`src/rtl/logic_gate_pipe.sv`:
```
// logic_gate_pipe: two-stage valid/ready bitwise gate unit with wrapping result counter.
// Define LOGIC_GATE_PIPE_PARITY_EN to add the registered even-parity output y_par.
module logic_gate_pipe #(
    parameter int WIDTH = 8,
    parameter int CNT_W = 16
) (
    input  logic             clk,
    input  logic             rst_n,
    input  logic             in_valid,
    output logic             in_ready,
    input  logic [WIDTH-1:0] a,
    input  logic [WIDTH-1:0] b,
    input  logic [2:0]       op,
    output logic             out_valid,
    input  logic             out_ready,
    output logic [WIDTH-1:0] y,
    output logic [CNT_W-1:0] done_cnt
`ifdef LOGIC_GATE_PIPE_PARITY_EN
    ,
    output logic             y_par
`endif
);
    logic             s1_valid;
    logic [WIDTH-1:0] s1_a, s1_b;
    logic [2:0]       s1_op;
    logic [WIDTH-1:0] result;
    logic             in_hs, out_hs, s2_load;

    assign in_hs    = in_valid && in_ready;
    assign out_hs   = out_valid && out_ready;
    assign s2_load  = s1_valid && (!out_valid || out_ready);
    // S1 can refill in the same cycle it drains into S2, keeping full throughput
    assign in_ready = !s1_valid || !out_valid || out_ready;

    always_comb begin
        result = '0;
        case (s1_op)
            3'b000:  result = s1_a & s1_b;
            3'b001:  result = s1_a | s1_b;
            3'b010:  result = s1_a ^ s1_b;
            3'b011:  result = ~(s1_a & s1_b);
            3'b100:  result = ~(s1_a | s1_b);
            3'b101:  result = ~(s1_a ^ s1_b);
            3'b110:  result = ~s1_a;
            default: result = s1_a;
        endcase
    end

    always_ff @(posedge clk or negedge rst_n) begin
        if (!rst_n) begin
            s1_valid <= 1'b0;
            s1_a     <= '0;
            s1_b     <= '0;
            s1_op    <= '0;
        end else begin
            s1_valid <= in_hs ? 1'b1 : (s2_load ? 1'b0 : s1_valid);
            if (in_hs) begin
                s1_a  <= a;
                s1_b  <= b;
                s1_op <= op;
            end
        end
    end

    always_ff @(posedge clk or negedge rst_n) begin
        if (!rst_n) begin
            out_valid <= 1'b0;
            y         <= '0;
            done_cnt  <= '0;
        end else begin
            out_valid <= s2_load ? 1'b1 : (out_hs ? 1'b0 : out_valid);
            if (s2_load)
                y <= result;
            if (out_hs)
                done_cnt <= done_cnt + 1'b1;
        end
    end

`ifdef LOGIC_GATE_PIPE_PARITY_EN
    always_ff @(posedge clk or negedge rst_n) begin
        if (!rst_n)
            y_par <= 1'b0;
        else if (s2_load)
            y_par <= ^result;
    end
`endif
endmodule
```
`config.mk`:
```
export PLATFORM = sky130hd
export DESIGN_NAME = logic_gate_pipe
export DESIGN_NICKNAME = d
export VERILOG_FILES = /design/src/rtl/logic_gate_pipe.sv
export SDC_FILE = /design/constraint.sdc
export NUM_CORES = 1
export LEC_CHECK = 0
export ABC_AREA = 1
export BUFFER_PORTS_ARGS = -buffer_cell sky130_fd_sc_hd__buf_2
export CAP_MARGIN = 10
export CORE_MARGIN = 2
export CORE_UTILIZATION = 37
export DETAILED_ROUTE_END_ITERATION = 8
export PLACE_DENSITY = 0.64
export SLEW_MARGIN = 20
export SYNTH_ARGS = -nofsm -noshare
export SYNTH_HDL_FRONTEND = slang
export SYNTH_SLANG_ARGS = --single-unit
export TNS_END_PERCENT = 1
```
`constraint.sdc`:
```
create_clock -name clk -period 3.7 [get_ports clk]
set_input_delay 0.37 -clock clk [delete_from_list [all_inputs] [get_ports clk]]
set_output_delay 0.37 -clock clk [all_outputs]
set_load 0.005 [all_outputs]
```
Yosys cells after proc, flatten, opt, wreduce, memory -nomap -nowiden
Cells that the tools add are included.
{"block": "totals", "ff_bits": 45, "inputBits": 23, "out_inout_bits": 26, "elab_cells": 37}
{"block": "op_classes", "addsub": 1, "n_eq_ne": 6, "mux": 5, "n_bitwise": 7, "n_reduce_logical": 11}
{"op": "$pmux 8 s7", "n": 1}
{"op": "$not 8->8", "n": 4}
{"op": "$add 16x1->16 const B", "n": 1}
{"op": "$eq 3x3->1 const B", "n": 3}
{"op": "$and 8x8->8", "n": 1}
{"op": "$or 8x8->8", "n": 1}
{"op": "$xor 8x8->8", "n": 1}
{"op": "$eq 3x2->1 const B", "n": 2}
{"op": "$mux 1", "n": 4}
{"op": "$reduce_bool 2->1", "n": 2}
{"op": "$eq 3x1->1 const B", "n": 1}
{"op": "$logic_and 1x1->1", "n": 3}
{"op": "$logic_not 3->1", "n": 1}
{"op": "$logic_or 1x1->1", "n": 3}
{"op": "$logic_not 1->1", "n": 2}

Logic depth before layout (Yosys ltp)
{"block": "logic_depth", "word_depth": 5, "ltp_mapped": 9, "ltp_nobuf": 9}

Worst setup path after synthesis
OpenSTA, ideal clock, no wires.
{"block": "synth_path", "path_kind": "reg-to-reg", "startpoint": "reg done_cnt[1]", "endpoint": "reg done_cnt[14]", "setup_time_ps": 117, "t_arrival_ps": 1221, "required_ps": 3583, "slack_ps": 2362, "stages_incl_launch_ff": 9, "path_buffers": 0, "synth_period_minus_slack_ps": 1338, "cell_sequence": "dfrtp_1 -> ha_1 -> nand2_1 -> nor2_1 -> nand3_1 -> nor2_4 -> nand3_1 -> nand2_1 -> nand2_1"}
{"block": "synth_between", "elab_chain_len": 1}
{"item": "start, declared", "line_no": "17", "source": "output logic [CNT_W-1:0] done_cnt"}
{"item": "start signal, assigned", "line_no": "75", "source": "done_cnt <= done_cnt + 1'b1;"}
{"item": "$add 16x1->16", "line_no": "75"}
Every way passes these cells.
A chain may end at the register's enable or synchronous reset.

Worst setup path in the final report
{"block": "layout_path", "startpoint": "reg s1_op[2]", "endpoint": "reg y[5]"}
{"block": "layout_between", "elab_chain_len": 2, "word_cells_on_any_way": 8, "cone_classes": "eq/ne (6); mux (1); reduce/logical (1)"}
{"item": "start, declared", "line_no": "25", "source": "logic [2:0] s1_op;"}
{"item": "start signal, assigned", "line_no": "60", "source": "s1_op <= op;"}
{"item": "$eq 3x3->1 (tied with other cells)", "line_no": "37", "source": "case (s1_op)"}
{"item": "$pmux 8 s7 *", "line_no": "37"}
{"item": "end signal, assigned", "line_no": "73", "source": "y <= result;"}
{"item": "end, declared", "line_no": "16", "source": "output logic [WIDTH-1:0] y,"}
Mark *: on every way between the ends. The rest lies on a longest branch, timed or not.

==> summary.txt <==
Clock network
  • CTS tree: yes
  • Worst-path clk slew: roughly 0.090 ns
  • Worst-case clock buffer depth: 2
  • CTS sink cnt: between 40 and 50
  • Post-CTS setup buffers: 0
  • CTS H-tree lvls: 2
  • Post-CTS sizing: 0
  • Cts bufs inserted: 5
  • Hold buffer count at cts: 0
  • Clock Latency Late Sink: about 0.3 ns
  • CTS root buffer: clkbuf_8

Floorplanning
  • Initial Utilization: 0.382
  • # IOs: about 50
  • Row Count: 31
  • Die area: approximately 0.0082 sq mm
  • Die height: slightly above 90 um
  • Chip Width: 90.5 um
  • Core area: 0.00725 sq mm

Critical path
  • Cell family with most CP delay: flip-flops
  • Crit-path max cell delay: about 0.75 ns
  • Crit start category: flop
  • Worst EP required: a little under 4 ns
  • Setup CP Type: flop to flop
  • CP max-delay cell: dfrtp_1
  • Crit path cell chain: clkinv_1 > nand3b_1 > nand2_1 > nor2_1 > nand2_1 > nand2_1 > nand2_1
  • Critical path endpoint category: flop
  • CP max FO: 25
  • Most frequent CP cell: nand2_1
  • Number of buffers and inverters on the critical path: 1
  • CP Data Arrival Time: ~2.5 ns

STA
  • Final critical-path required period: about 2.2 ns
  • Slew Limit Fails: 0
  • Setup TNS: 0 ns
  • Setup violations, final: 0
  • Worst-Margin Slew: ~0.67 ns
  • Max Clk Rate: ~0.44 GHz
  • Final setup skew: about 0.0056 ns
  • Crit share post-route: 0.608
  • Relative slew slack: 0.548
  • Final hold violation count: 0
  • RSZ-0062 raised after global routing: no

Power
  • Lkg Pwr: approximately 1.8 nW
  • Total chip power: 1.51 mW
  • Pwr Density: 478 mW/mm^2
  • Max IR drop VDD: a little over 0.3 mV

Drt
  • Final Routed Wirelength: about 6300 um
  • DRC: 0
  • DR iter-0 viols: about 160
  • Routed len/inst: between 10 and 15 um
  • Via count: about 2500
  • Drt pass-1 iters: 4
  • Routed Antenna Nets: 0
  • Vias per cell: just under 5

Final layout
  • Design area: 0.00316 sq mm
  • Area grow syn2layout: 14.1%
  • Fraction of layout cells with a size suffix above 1: 0.154
  • Final core occ: 0.436
  • Diodes inserted: 0
  • Post-Layout Cell Count: between 500 and 600
  • Nets: about 460

Place
  • Dpl cells: between 500 and 600
  • GP Congestion: 0.779
  • Post-detail-place hpwl: between 4000 and 5000 um
  • IO Port Bufs: 48
  • Total placed instance area: between 0.003 and 0.004 sq mm

GRT
  • Met2 usage: 0.258
  • First-pass GRT wire length: roughly 11000 um
  • Largest net degree at the start of global routing: 46
  • Met1 Use GR: 0.201
  • GR Layer Usage met3: 0.0451
  • Most Used Layer, Global Route: met2
  • Overall routing resource usage: 0.155
  • Vias in the first global route: 2376
  • Overflow after GRT: 0
  • Antenna violations before repair: 0

Yosys
  • Ys Warns: 0
  • Synth unique cells: 24
  • Synthesized area: 0.00277 sq mm
  • Register area share after synthesis: 0.406
  • Mapped Avg Cell Area: 7.45 sq um
  • Syn Nets: 412
  • FF+latch count, synth: 45
  • Synth Instances: 372

Run status
  • Outcome: finished, final reports clean

Min path
  • Min-delay worst type: input port to async pin

Job
  • Max-Cap Viols: 0
-- layout by cell type (no fill, tap or decap) --
cell / instances
clkbuf_8: 5
clkinv_4: 2
dfrtp_1: 45
a21oi_1: 26
mux2_2: 1
nor2_1: 44
nand3_2: 1
o21ai_1: 2
nor3_1: 1
nand2_2: 1
nand3_1: 25
buf_2: 47
nor2_4: 2
xnor2_1: 3
ha_1: 17
nand4_1: 9
inv_1: 40
nand3b_1: 17
clkinv_2: 1
buf_4: 2
o21ai_0: 7
nor2_2: 2
nand2_1: 109
clkinv_1: 1
xor2_1: 6
-- worst reg2reg max path: cells and delay by family, from the launching register on --
family,cells,cell delay (ns)
and+or+nand+nor,6,0.65
buffers and inverters,1,0.75
DFF,1,0.75
-- cell families (layout without fill, tap and decap cells) --
kind of cell,Yosys count,count (layout),synth area share
buffers and inverters,54,98,0.0822
DFF,45,45,0.406
and+or+nand+nor,211,211,0.339
adders and majority gates,17,17,0.0767
xor gates and xnor gates,9,9,0.0284
muxes,1,1,0.00406
AOI/OAI and AO/OA,35,35,0.0632
-- stage by stage --
step	worst slack [ns]	hold slack, ns
4_1_cts	1.47	0.281
5_1_grt	1.21	0.101
6_report	1.45	0.0737
3_5_place_dp	1.50	0.462
3_3_place_gp	1.59	0.461
2_1_floorplan	2.36	0.0744
-- cell usage after synthesis --
cell type / count / area [sq um]
ha_1: 17 / 213
a21oi_1: 26 / 130
dfrtp_1: 45 / 1130
mux2_2: 1 / 11.3
nor3_1: 1 / 5.00
nand2_1: 109 / 409
clkbuf_1: 4 / 15.0
nand3_2: 1 / 10.0
o21ai_1: 2 / 10.0
xnor2_1: 3 / 26.3
buf_6: 1 / 11.3
nor2_1: 44 / 165
nand3b_1: 17 / 128
nor2_4: 2 / 22.5
buf_4: 3 / 22.5
buf_2: 5 / 25.0
nand3_1: 25 / 125
nor2_2: 2 / 12.5
inv_1: 40 / 150
nand4_1: 9 / 56.3
nand2_2: 1 / 6.26
xor2_1: 6 / 52.6
clkinv_1: 1 / 3.75
o21ai_0: 7 / 35.0
-- power by group --
| part | switching (mW) | internal (mW) | total [mW] |
|---|---|---|---|
| Combinational | 0.291 | 0.206 | 0.496 |
| Clock | 0.183 | 0.134 | 0.317 |
| Sequential | 0.0992 | 0.598 | 0.697 |
| Total | 0.573 | 0.938 | 1.51 |
-- final cells by class --
| class | instances | area [sq um] |
|---|---|---|
| fill | 767 | 4090 |
| sequential | 45 | 1130 |
| clock inverter | 3 | 22.5 |
| inverter | 41 | 154 |
| timing repair buffer | 49 | 250 |
| clock buffer | 5 | 68.8 |
| multi-input combinational | 273 | 1420 |
| tap | 99 | 124 |
-- routing by layer --
layer / vias to the layer above / routed length, um
met1: 1153 / 2980
li1: 1268 / -
met2: 50 / 2970
met3: 2 / 305
met4: 0 / 28
met5: - / 0
-- sequential cells by signal, indices dropped and copies added, names as in the netlist --
signal	count
done_cnt	16
out_valid	1
y	8
s1_op	3
s1_b	8
s1_valid	1
s1_a	8
-- worst paths after layout --
kind                                 startpoint                    to  slack, ns  cells after the start
setup / recovery           s1_op[2]$_DFFE_PN0P_      y[5]$_DFFE_PN0P_       1.45                      7
hold reg to reg                y[6]$_DFFE_PN0P_      y[6]$_DFFE_PN0P_       0.48                      2
hold / removal                            rst_n      y[2]$_DFFE_PN0P_       0.07                      1
min in group clk                          op[1]  s1_op[1]$_DFFE_PN0P_       0.30                      2
max in group asynchronous                 rst_n      y[3]$_DFFE_PN0P_       3.24                      1
setup reg to reg           s1_op[2]$_DFFE_PN0P_      y[5]$_DFFE_PN0P_       1.45                      7
Power figures use the tool's default switching activity.
